===== src/rtl/ex_muldiv_pkg.sv =====
// Shared CPU constants for the EX-stage multiply/divide unit: opcodes, func codes, FSM encoding.
package ex_muldiv_pkg;

   localparam logic [5:0] OP_RTYPE = 6'h00;
   localparam logic [5:0] OP_J     = 6'h02;
   localparam logic [5:0] OP_BEQ   = 6'h04;
   localparam logic [5:0] OP_LW    = 6'h23;
   localparam logic [5:0] OP_SW    = 6'h2B;

   localparam logic [5:0] FN_MFHI  = 6'h10;
   localparam logic [5:0] FN_MTHI  = 6'h11;
   localparam logic [5:0] FN_MFLO  = 6'h12;
   localparam logic [5:0] FN_MTLO  = 6'h13;
   localparam logic [5:0] FN_MULT  = 6'h18;
   localparam logic [5:0] FN_MULTU = 6'h19;
   localparam logic [5:0] FN_DIV   = 6'h1A;
   localparam logic [5:0] FN_DIVU  = 6'h1B;

   typedef enum logic [1:0] {
      ST_IDLE = 2'd0,
      ST_MUL  = 2'd1,
      ST_DIV  = 2'd2,
      ST_FIX  = 2'd3
   } md_state_e;

endpackage


===== src/rtl/ex_muldiv_div_iter.sv =====
// Iterative restoring divider on unsigned magnitudes, one quotient bit per enabled cycle.
// Only instantiated when EX_MULDIV_DIV_EN is defined.
module muldiv_div_iter (
   input  logic        clk,
   input  logic        i_reset,
   input  logic        i_step,
   input  logic        i_load,
   input  logic        i_run,
   input  logic [31:0] i_dividend,
   input  logic [31:0] i_divisor,
   output logic [31:0] o_quot,
   output logic [31:0] o_rem
);

   logic [31:0] quot_q, rem_q, dvsr_q;
   logic [32:0] trial;

   // bit 32 is the borrow; a zero divisor never borrows, giving all-ones quotient
   assign trial = {rem_q, quot_q[31]} - {1'b0, dvsr_q};

   always_ff @(posedge clk) begin
      if (i_reset) begin
         quot_q <= '0;
         rem_q  <= '0;
         dvsr_q <= '0;
      end else if (!i_step) begin
         if (i_load) begin
            quot_q <= i_dividend;
            rem_q  <= '0;
            dvsr_q <= i_divisor;
         end else if (i_run) begin
            if (!trial[32]) begin
               rem_q  <= trial[31:0];
               quot_q <= {quot_q[30:0], 1'b1};
            end else begin
               rem_q  <= {rem_q[30:0], quot_q[31]};
               quot_q <= {quot_q[30:0], 1'b0};
            end
         end
      end
   end

   assign o_quot = quot_q;
   assign o_rem  = rem_q;

endmodule


===== src/rtl/ex_muldiv.sv =====
// EX-stage HI/LO unit: 32-cycle shift-add multiplier, optional restoring divider (EX_MULDIV_DIV_EN),
// MTHI/MTLO writes. States: IDLE accept | MUL/DIV iterate 32x | FIX apply signs, write HI/LO.
module ex_muldiv
   import ex_muldiv_pkg::*;
(
   input  logic        clk,
   input  logic        i_reset,
   input  logic        i_step,
   input  logic        i_valid,
   input  logic [5:0]  i_opcode,
   input  logic [5:0]  i_func,
   input  logic [31:0] i_reg_DA,
   input  logic [31:0] i_reg_DB,
   output logic [31:0] o_hi,
   output logic [31:0] o_lo,
   output logic        o_busy,
   output logic        o_done
);

   md_state_e   state_q;
   logic [4:0]  cnt_q;
   logic [31:0] hi_q, lo_q, mcand_q;
   logic [63:0] prod_q;
   logic        neg_q, neg_rem_q, is_div_q, done_q;

   logic        idle_ok, sel_mul, sel_div, signed_op, a_neg, b_neg;
   logic [31:0] abs_a, abs_b;
   logic [32:0] mul_sum;
   logic [63:0] prod_fix;
   logic [31:0] div_quot, div_rem, quot_fix, rem_fix;

   assign idle_ok = (state_q == ST_IDLE) && i_valid && !i_step && (i_opcode == OP_RTYPE);
   assign sel_mul = idle_ok && ((i_func == FN_MULT) || (i_func == FN_MULTU));

`ifdef EX_MULDIV_DIV_EN
   assign sel_div = idle_ok && ((i_func == FN_DIV) || (i_func == FN_DIVU));

   muldiv_div_iter u_div (
      .clk        (clk),
      .i_reset    (i_reset),
      .i_step     (i_step),
      .i_load     (sel_div),
      .i_run      (state_q == ST_DIV),
      .i_dividend (abs_a),
      .i_divisor  (abs_b),
      .o_quot     (div_quot),
      .o_rem      (div_rem)
   );
`else
   assign sel_div  = 1'b0;
   assign div_quot = '0;
   assign div_rem  = '0;
`endif

   assign signed_op = (i_func == FN_MULT) || (i_func == FN_DIV);
   assign a_neg     = signed_op & i_reg_DA[31];
   assign b_neg     = signed_op & i_reg_DB[31];
   assign abs_a     = a_neg ? -i_reg_DA : i_reg_DA;
   assign abs_b     = b_neg ? -i_reg_DB : i_reg_DB;

   // prod_q holds {partial upper, remaining multiplier bits}; shifts right each iteration
   assign mul_sum  = {1'b0, prod_q[63:32]} + (prod_q[0] ? {1'b0, mcand_q} : 33'd0);
   assign prod_fix = neg_q ? -prod_q : prod_q;
   assign quot_fix = neg_q ? -div_quot : div_quot;
   assign rem_fix  = neg_rem_q ? -div_rem : div_rem;

   always_ff @(posedge clk) begin
      if (i_reset) begin
         state_q   <= ST_IDLE;
         cnt_q     <= '0;
         hi_q      <= '0;
         lo_q      <= '0;
         mcand_q   <= '0;
         prod_q    <= '0;
         neg_q     <= 1'b0;
         neg_rem_q <= 1'b0;
         is_div_q  <= 1'b0;
         done_q    <= 1'b0;
      end else if (!i_step) begin
         done_q <= 1'b0;
         case (state_q)
            ST_IDLE: begin
               if (sel_mul) begin
                  state_q   <= ST_MUL;
                  cnt_q     <= 5'd31;
                  mcand_q   <= abs_b;
                  prod_q    <= {32'd0, abs_a};
                  neg_q     <= a_neg ^ b_neg;
                  neg_rem_q <= 1'b0;
                  is_div_q  <= 1'b0;
               end else if (sel_div) begin
                  state_q   <= ST_DIV;
                  cnt_q     <= 5'd31;
                  neg_q     <= a_neg ^ b_neg;
                  neg_rem_q <= a_neg;
                  is_div_q  <= 1'b1;
               end else if (idle_ok && (i_func == FN_MTHI)) begin
                  hi_q <= i_reg_DA;
               end else if (idle_ok && (i_func == FN_MTLO)) begin
                  lo_q <= i_reg_DA;
               end
            end
            ST_MUL: begin
               prod_q <= {mul_sum, prod_q[31:1]};
               if (cnt_q == 5'd0) state_q <= ST_FIX;
               else               cnt_q   <= cnt_q - 5'd1;
            end
            ST_DIV: begin
               if (cnt_q == 5'd0) state_q <= ST_FIX;
               else               cnt_q   <= cnt_q - 5'd1;
            end
            ST_FIX: begin
               if (is_div_q) begin
                  hi_q <= rem_fix;
                  lo_q <= quot_fix;
               end else begin
                  hi_q <= prod_fix[63:32];
                  lo_q <= prod_fix[31:0];
               end
               done_q  <= 1'b1;
               state_q <= ST_IDLE;
            end
            default: state_q <= ST_IDLE;
         endcase
      end
   end

   assign o_hi   = hi_q;
   assign o_lo   = lo_q;
   assign o_busy = (state_q != ST_IDLE);
   assign o_done = done_q;

endmodule


===== config.mk =====
export PLATFORM = sky130hd
export DESIGN_NAME = ex_muldiv
export DESIGN_NICKNAME = d
export VERILOG_FILES = /design/src/rtl/ex_muldiv_pkg.sv /design/src/rtl/ex_muldiv_div_iter.sv /design/src/rtl/ex_muldiv.sv
export SDC_FILE = /design/constraint.sdc
export NUM_CORES = 1
export LEC_CHECK = 0
export CAP_MARGIN = 20
export CORE_ASPECT_RATIO = 0.6
export CORE_MARGIN = 3
export CORE_UTILIZATION = 50
export DETAILED_ROUTE_END_ITERATION = 8
export PLACE_DENSITY = 0.73
export RECOVER_POWER = 50
export SLEW_MARGIN = 10
export SYNTH_ARGS = -nofsm -noshare
export SYNTH_HDL_FRONTEND = slang
export SYNTH_SLANG_ARGS = --single-unit

===== constraint.sdc =====
create_clock -name clk -period 4.55 [get_ports clk]
set_clock_uncertainty 0.05 [all_clocks]
set_input_delay 1.365 -clock clk [delete_from_list [all_inputs] [get_ports clk]]
set_output_delay 1.365 -clock clk [all_outputs]
set_load 0.1 [all_outputs]

After elaboration in Yosys (flattened, before gate mapping)
Index checks and enable logic that the tools add are counted.
W data, S select, Z words.
- flip-flop bits (word level): 169
- latch bits: 0
- memory bits (writable): 0
- bits in read-only memories: 0
- input bits: 80
- output and inout port bits: 66
- word-level logic and storage cells: 75
- memories: 0
- $add $sub $neg: 5
- multipliers: 0
- divide/modulo/power cells: 0
- order comparisons: 0
- equal/unequal tests: 15
- shift-type cells: 0
- mux-type cells: 20
- bitwise logic cells: 4
- reductions and logical operators: 23
- operators with widths (cell ; number):
    $mux W32 ; 8
    $mux W64 ; 2
    $pmux W32 S2 ; 2
    $pmux W64 S2 ; 1
    $neg A32 Y32 ; 2
    $neg A64 Y64 ; 1
    $add A32 B32 Y33 ; 1
    $eq A6 B5 Y1 const B ; 5
    $mux W5 ; 2
    $pmux W5 S2 ; 1
    $reduce_and A3 Y1 ; 3
    $ne A2 B2 Y1 const B ; 4
    $reduce_and A4 Y1 ; 2
    $reduce_bool A2 Y1 ; 4
    $logic_and A1 B1 Y1 ; 6
    $logic_not A6 Y1 ; 1
    $ne A2 B1 Y1 const B ; 3
    $pmux W2 S3 ; 1
    $logic_not A5 Y1 ; 1
    $reduce_and A5 Y1 ; 1
    $sub A5 B1 Y5 const B ; 1
    $eq A2 B2 Y1 const B ; 2
    $mux W2 ; 2
    $and A1 B1 Y1 ; 2
    other kinds (8) ; 9

Depth between registers and ports, before layout
Gate-level depths: netlist of run 1.
- word-level depth: 9
- mapped depth: 13
- mapped depth without buffers: 11

Worst setup path after synthesis of run 1
No wires, ideal clock.
- path kind: input-to-reg
- start: input port i_func[2]
- end: register cnt_q[4]
- setup time: 0.074 ns
- arrival: 3.604 ns
- data required time: 4.426 ns
- path slack: 0.822 ns
- stages on the path: 7
- buffers on the path: 0
- cells stage by stage: nor3b_1 and4_1 nand3_1 a221oi_1 nand2_1 or4_1 a31oi_1
- cells in the longest elaborated chain, start to end: 5
- elaborated cells on any way between the ends: 6
- RTL lines (item ; line ; source):
    start: declaration ; ex_muldiv.sv:11 ; input logic [5:0] i_func,
    $eq A6 B5 Y1 ; ex_muldiv.sv:33 ; assign sel_mul = idle_ok && ((i_func == FN_MULT) || (i_func == FN_MULTU));
    $logic_or A1 B1 Y1 * ; ex_muldiv.sv:33 ;
    $logic_and A1 B1 Y1 * ; ex_muldiv.sv:33 ;
    $ne A2 B2 Y1 (no line) * ; n/a ;
    $reduce_and A4 Y1 (no line) * ; n/a ;
    end signal: assignment ; ex_muldiv.sv:106 ; else cnt_q <= cnt_q - 5'd1;
    end signal: assignment ; ex_muldiv.sv:110 ; else cnt_q <= cnt_q - 5'd1;
    end: declaration ; ex_muldiv.sv:21 ; logic [4:0] cnt_q;
Every way passes the cells marked *; elsewhere a longest branch is shown, timed or not.
A chain may end at the register's enable or synchronous reset.

Final worst setup path of run 1
- start: input port i_step
- end: register hi_q[30] (netlist: o_hi[30])
- cells in the longest elaborated chain, start to end: 6
- elaborated cells on any way between the ends: 9
- RTL lines (item ; line ; source):
    start: declaration ; ex_muldiv.sv:8 ; input logic i_step,
    $logic_not A1 Y1 ; n/a ;
    $logic_and A1 B1 Y1 (2 in a row) ; ex_muldiv.sv:32 ; assign idle_ok = (state_q == ST_IDLE) && i_valid && !i_step && (i_opcode == OP_RTYPE);
    $logic_and A1 B1 Y1, on equally long branches ; ex_muldiv.sv:97, ex_muldiv.sv:33 ;
    $ne A2 B1 Y1 (no line) or $ne A2 B2 Y1 (tied branches) ; n/a ;
    $reduce_and A4 Y1 (no line) * ; n/a ;
    end signal: assignment ; ex_muldiv.sv:98 ; hi_q <= i_reg_DA;
    end signal: assignment ; ex_muldiv.sv:114 ; hi_q <= rem_fix;
    end signal: assignment ; ex_muldiv.sv:117 ; hi_q <= prod_fix[63:32];
    end: declaration ; ex_muldiv.sv:22 ; logic [31:0] hi_q, lo_q, mcand_q;
Marks and branches as above.

==> summary.md, run 1 <==
| Metric | Value |
|---|---|
| RSZ-0062 raised after global routing | false |
| Pre-antenna DRT Iters | 6 |
| Worst hold slack | ~0.40 ns |
| Min Tclk post-route | 4.28 ns |
| Top sig layer | met4 |
| Final Hold Viols | 0 |
| Via density | 6.38 |
| CTS Hold Bufs | 0 |
| Routed wl met2 | 15200 µm |
| Peak VDD IR | 0.220 mV |
| Yosys warns | 0 |
| Pin count of the biggest net entering global routing | 85 |
| Die Wd | between 200 and 250 µm |
| Starting density of the core | 0.521 |
| Syn avg cell area | 7.42 µm² |
| Fin. max-slew vios | 0 |
| Pre-CTS setup slack | 0.143 ns |
| CTS max path bufs | 2 |
| R2R cell count | 11 |
| Yosys top cell area share | 0.287 |
| Cell taking the most area after synthesis | dfxtp_1 |
| Gr usage total | 0.329 |
| Worst path cell trace | dlygate4sd3_1, nor4_1, nand4_1, o32ai_1, nand2_1, nor2_1, o221ai_1, o31ai_1 |
| Vias in the first global route | 11.1k |
| Core ar. | roughly 23000 µm² |
| Max Cap Violations | 0 |
| Number of fill cells in the layout | ~2.1k |
| Routed Antenna Nets | 0 |
| Worst-path fanout max | 15 |
| Metal-1 WL | 21000 µm |
| CP top delay family | simple AND/OR/NAND/NOR gates |
| Post-CTS sizing | 0 |
| RR Endpoint | prod_q[61] |
| Die height | 125 µm |
| Final HPWL DP | around 33000 µm |
| Hold Crit Depth | 2 |
| Worst hold path startpoint | mcand_q[31] |
| Max transition margin | 0.0531 |
| Clock Latency Late Sink | 0.45 ns |
| Vias | 12.8k |
| Antenna violations before repair | 0 |
| WL final | 43500 µm |
| Setup TNS | 0 ns |
| Diodes inserted | 0 |
| Post-synth EDFFs | 0 |
| Total Power | around 3.2 mW |
| Final WS setup | 0.273 ns |
| Synth area leaders | dfxtp_1 29%, nor2_1 6.1%, a21oi_1 6.0%, xor2_1 5.9%, nand2_1 5.2% |
| P&R area growth vs syn | 19.5% |
| I/O Pins | between 100 and 150 |
| Max incr delay on CP | 0.64 ns |
| CP startpoint kind | input port |
| CTS tree | done |
| Num CTS Buffers | 17 |
| Setup CP Type | in -> reg |
| Async set-or-reset flop fraction in the synthesized netlist | 0 |
| Hold Path End | mcand_q[31] |
| Worst-path clk slew | 0.06 ns |
| Post-synthesis net count | 1709 |
| First-pass GRT wire length | 65500 µm |
| R2R Path Start | prod_q[0] |
| Worst path arrival time | 4.59 ns |
| Ys flop type | dfxtp_1 |
| Flop and latch count out of synthesis | between 150 and 200 |
| Pwr dens | 228 nW/µm² |
| Worst EP required | 4.86 ns |
| Worst Tran Pin Value | 1.41 ns |
| P_leak | ~5.4 nW |
| # rows | 42 |
| CTS root buf | clkbuf_16 |
| Initial DRC Count | 1860 |
| Sequential area share after synthesis | 0.287 |
| Post-CTS Setup Bufs | 0 |
| Crit. Startpoint | i_step |
| Most common cell in the netlist | nor2_1 |
| Run status | finished, final reports clean |
| HP Class | reg -> reg |
| Final estimated routing congestion in global placement | between 0.9 and 1 |
| H-tree levels | 4 |
| Crit end category | flip-flop |
| CTS Sinks | 169 |
| Period utilization | 0.940 |
| GR Overflow Total | 0 |
| Synth top cells by count | 190 x nor2_1, 169 x dfxtp_1, 162 x nand2_1, 142 x a21oi_1, 99 x o21ai_0 |
| Yosys cell types | 70 |
| Buf+Inv Stages, Crit Path | 1 |
| Wire length per cell | 21.7 µm |
| Synth Cell Area | roughly 12000 µm² |
| Gate Count Post-Synth | 1587 |
| IO Port Bufs | 145 |
| Peak Freq | 0.234 GHz |
| Share of cells above drive strength 1 | 0.0506 |
| Metal3 WL | 6910 µm |
| DR DRC count | 0 |
| Final setup fails | 0 |
| Slowest CP cell | dlygate4sd3_1 |
| Fin nets | 1811 |
| R2r setup slk | 0.92 ns |
| Die Area | about 25000 µm² |
==> per-stage QoR <==
stage                     area, µm²   util  cells
after detailed placement      13500  0.599   1978
after CTS                     14100  0.625   2008
after global routing          14100  0.623   2008
after floorplan               11800      -   1587
after global placement        13500  0.599   1978
final                         14100  0.623   2008
==> worst max-delay path by stage <==
stage / end / slack, ns / cells past startpoint
finish: o_hi[30] / 0.27 / 8
global route: o_hi[30] / 0.23 / 8
CTS: o_hi[30] / 0.58 / 8
detailed placement: o_hi[30] / 0.14 / 8
global placement: prod_q[29] / 0.22 / 8
floorplan: cnt_q[4] / 0.82 / 7
==> worst reg2reg max path: stages, from the launching register on <==
cell and delay [ns]:
dfxtp_1 0.62, and2_1 0.21, ha_1 0.19, inv_1 0.07
fa_1 0.41, nor2b_1 0.19, o211a_1 0.23, o21a_1 0.17
o21ai_0 0.23, a2111oi_0 0.65, o21ai_0 0.20, a32o_1 0.30
==> final cells by class <==
cell class / count / area (µm²) / area share
tap: 308 / 385 / 0.0274
clock inverter: 9 / 97.6 / 0.00693
sequential: 169 / 3380 / 0.240
timing repair buffer: 185 / 1730 / 0.123
inverter: 33 / 124 / 0.00880
multi-input combinational: 1283 / 7880 / 0.559
clock buffer: 21 / 480 / 0.0341
==> power breakdown <==
| part | switching (mW) | leakage [nW] | internal, mW |
|---|---|---|---|
| Combinational | 0.141 | 3.77 | 0.101 |
| Clock | 0.630 | 0.290 | 0.854 |
| Sequential | 0.000622 | 1.36 | 1.48 |
| Total | 0.772 | 5.42 | 2.43 |
==> metal layers <==
layer | GRT usage | vias to the layer above
met3 | 0.137 | 39
met5 | 0 | -
li1 | - | 5983
met4 | 0.0570 | 0
met1 | 0.537 | 5990
met2 | 0.385 | 793
==> logic make-up (layout without fill, tap and decap cells) <==
| logic type | count (synthesis) | count (layout) | synth area share |
|---|---|---|---|
| flops | 169 | 169 | 0.287 |
| buf+inv | 135 | 248 | 0.0445 |
| compound gates | 472 | 472 | 0.257 |
| mux | 20 | 20 | 0.0172 |
| fa+ha+maj | 42 | 42 | 0.0453 |
| xor+xnor | 130 | 130 | 0.0967 |
| simple gates | 619 | 619 | 0.252 |
==> placed cells by master (no fill, tap or decap), types with 7 or more instances in the layout <==
cell and instances:
xnor2_1 51, nor3b_1 7, a22oi_1 7, o21ai_0 100, nor2b_1 7, and3_1 11
nor3_1 35, a211oi_1 68, nand3_1 42, or2_2 8, o41ai_1 21, buf_4 33
a21oi_1 142, clkbuf_16 17, nor4_1 30, and2_1 35, inv_1 31, xor2_1 79
a21o_1 17, dlygate4sd3_1 62, or4_1 18, mux2i_1 18, a31oi_1 20, ha_1 39
nand2b_1 7, clkdlybuf4s50_1 81, o31ai_1 24, nand4_1 21, or3_1 24, nand2_1 162
o211ai_1 8, nor2_1 190, dfxtp_1 168, a211o_1 10
==> flip-flops by register name, indices dropped and copies added, names as in the netlist <==
| signal | flops |
|---|---|
| cnt_q | 5 |
| o_done | 1 |
| mcand_q | 32 |
| state_q | 2 |
| o_lo | 32 |
| neg_q | 1 |
| o_hi | 32 |
| prod_q | 64 |
Power figures use the tool's default switching activity.
==> inputs of run 2 (changes only) <==
clock period = 4.79 ns   (was 4.55 ns; I/O delays follow)
==> run 2 against run 1 <==
Against the previous run:
- power fell by 2.4%
- core utilization rose by 0.20 points
- non-clock buffer count fell by 1
- routed wire length fell by 0.43%
- combinational power fell by 6%
- critical path depth did not move
- flip-flop and latch count did not move
- sequential power fell by 5%
- hold slack improved by 0.0028 ns
- design area rose by 0.32%
- cell count barely moved
==> summary.md, run 2 (synthesis gave the netlist of run 1 again) <==
| Metric | Value |
|---|---|
| Worst-path fanout max | 10 (-5) |
| Commonest non-fill, non-tap cell in the layout | nor2_1 |
| CTS root buf | clkbuf_16 |
| Most frequent cells in the layout | 190 x nor2_1, 168 x dfxtp_1, 162 x nand2_1, 142 x a21oi_1, 99 x o21ai_0 |
| Diodes inserted | 0 (unchanged) |
| Core ar. | 22600 µm² (unchanged) |
| Vias in the first global route | 11.0k (-0.80%) |
| Worst path arrival time | 4.43 ns (-0.16 ns) |
| Max Cap Violations | 0 (unchanged) |
| Metal3 WL | 7130 µm (+3.3%) |
| CP top delay family | simple AND/OR/NAND/NOR gates |
| Share of cells above drive strength 1 | 0.0523 (+0.00173) |
| Via density | 6.30 (-1.2%) |
| Clock Latency Late Sink | 0.46 ns (about the same) |
| Design Area, Final | 14100 µm² (+0.32%) |
| Wire length per cell | 21.6 µm (-0.48%) |
| Worst EP required | 5.10 ns (+0.24 ns) |
| R2r setup slk | 0.88 ns (-0.04 ns) |
| Vias | 12.7k (-1.2%) |
| Dpl cells | 1977 (-0.051%) |
| CTS Sinks | 169 (unchanged) |
| Post-CTS Setup Bufs | 0 (unchanged) |
| P_leak | 5.44 nW (+0.46%) |
| Final Hold Viols | 0 (unchanged) |
| Area post-placement | 13500 µm² (-0.13%) |
| Crit end category | flip-flop |
| Pwr dens | 222 nW/µm² (-2.7%) |
| Final setup fails | 0 (unchanged) |
| Peak Freq | approximately 0.24 GHz |
| Slowest CP cell | dlygate4sd3_1 |
| Top sig layer | met4 |
| Max transition margin | 0.253 (+0.200) |
| First-pass GRT wire length | 65100 µm (-0.56%) |
| Post-CTS sizing | 0 (unchanged) |
| Setup CP Type | in -> reg |
| P&R area growth vs syn | 19.9% |
| Num CTS Buffers | 17 (unchanged) |
| CTS Hold Bufs | 0 (unchanged) |
| WL final | 43300 µm (-0.43%) |
| Metal-1 WL | 20500 µm (-2.5%) |
| # rows | 42 (unchanged) |
| Fin nets | 1810 (-0.055%) |
| HP Class | reg -> reg |
| Die Wd | 204 µm (unchanged) |
| Antenna violations before repair | 0 (unchanged) |
| Fin. max-slew vios | 0 (unchanged) |
| Pre-antenna DRT Iters | 5 (-1) |
| CP startpoint kind | input port |
| CTS tree | done |
| H-tree levels | 4 (unchanged) |
| Setup TNS | 0 ns (unchanged) |
| Pin count of the biggest net entering global routing | 85 (unchanged) |
| RSZ-0062 raised after global routing | false |
| Max incr delay on CP | 0.64 ns (about the same) |
| Final HPWL DP | 32900 µm (-1.0%) |
| Die Area | 25500 µm² (unchanged) |
| Min Tclk post-route | 4.12 ns |
| Buf+Inv Stages, Crit Path | 1 (unchanged) |
| I/O Pins | 146 (unchanged) |
| Routed Antenna Nets | 0 (unchanged) |
| Final estimated routing congestion in global placement | 0.999 (about the same) |
| Worst-path clk slew | 0.07 ns (about the same) |
| Routed wl met2 | 15000 µm (-0.90%) |
| IO Port Bufs | 145 (unchanged) |
| Gr usage total | 0.328 (-0.00149) |
| Peak VDD IR | 0.255 mV (+16%) |
| DR DRC count | 0 (unchanged) |
| Worst path cell trace | dlygate4sd3_1, nor4_1, nand4_1, o32ai_1, nand2_1, nor2_1, o221ai_1, o31ai_1 |
| Period utilization | 0.860 |
| Die height | 125 µm (unchanged) |
| CTS max path bufs | 2 (unchanged) |
| GR Overflow Total | 0 (unchanged) |
| Worst Tran Pin Value | 1.12 ns (-0.286 ns) |
| Starting density of the core | 0.521 (unchanged) |
| Run status | finished, final reports clean |
| Initial DRC Count | 1775 (-4.6%) |
| Non-Filler Instances | 2009 (+0.050%) |
| Reg with most FFs | prod_q |
| Max reg flops | 64 (unchanged) |
[run 2: stage by stage]
step	hold slack (ns)	total power, mW	setup slack (ns)	utilization
2_1_floorplan	0.377	1.52	0.990	-
3_3_place_gp	0.387	1.66	0.365	0.599
3_5_place_dp	0.401	1.66	0.361	0.599
4_1_cts	0.409	3.13	0.768	0.626
5_1_grt	0.424	3.21	0.554	0.625
6_report	0.403	3.13	0.672	0.625
[run 2: worst register-to-register path, cell delays in order (launching register included)]
cell      delay (ns)
dfxtp_1         0.30
buf_4           0.18
nor4_1          0.89
nand3b_1        0.39
nor4_1          0.92
nand2_1         0.28
mux2_2          0.35
o21ai_0         0.29
a21oi_1         0.11
[run 2: area by class of cell]
| cell class | instances | area, µm² |
|---|---|---|
| Fill cell | 2030 | 8470 |
| Multi-Input combinational cell | 1283 | 7890 |
| Sequential cell | 169 | 3380 |
| Timing Repair Buffer | 184 | 1720 |
| Clock buffer | 18 | 439 |
| Tap cell | 308 | 385 |
| Clock inverter | 14 | 183 |
| Inverter | 33 | 124 |
[run 2: worst paths after layout]
kind	start	end	depth (start not counted)
min	mcand_q[0]	mcand_q[0]	2
max reg2reg	prod_q[48]	o_hi[28]	8
min reg2reg	mcand_q[0]	mcand_q[0]	2
max	i_step	o_hi[30]	8
[run 2: report_power, final]
group / switching, mW / internal (mW) / leakage (nW)
logic: 0.130 / 0.0958 / 3.78
registers: 0.000636 / 1.40 / 1.36
clock network: 0.652 / 0.847 / 0.300
[run 2: metal layers]
metal,vias up,GRT usage
met4,0,0.0687
met1,5817,0.527
met2,803,0.380
met5,-,0
li1,5977,-
met3,58,0.145
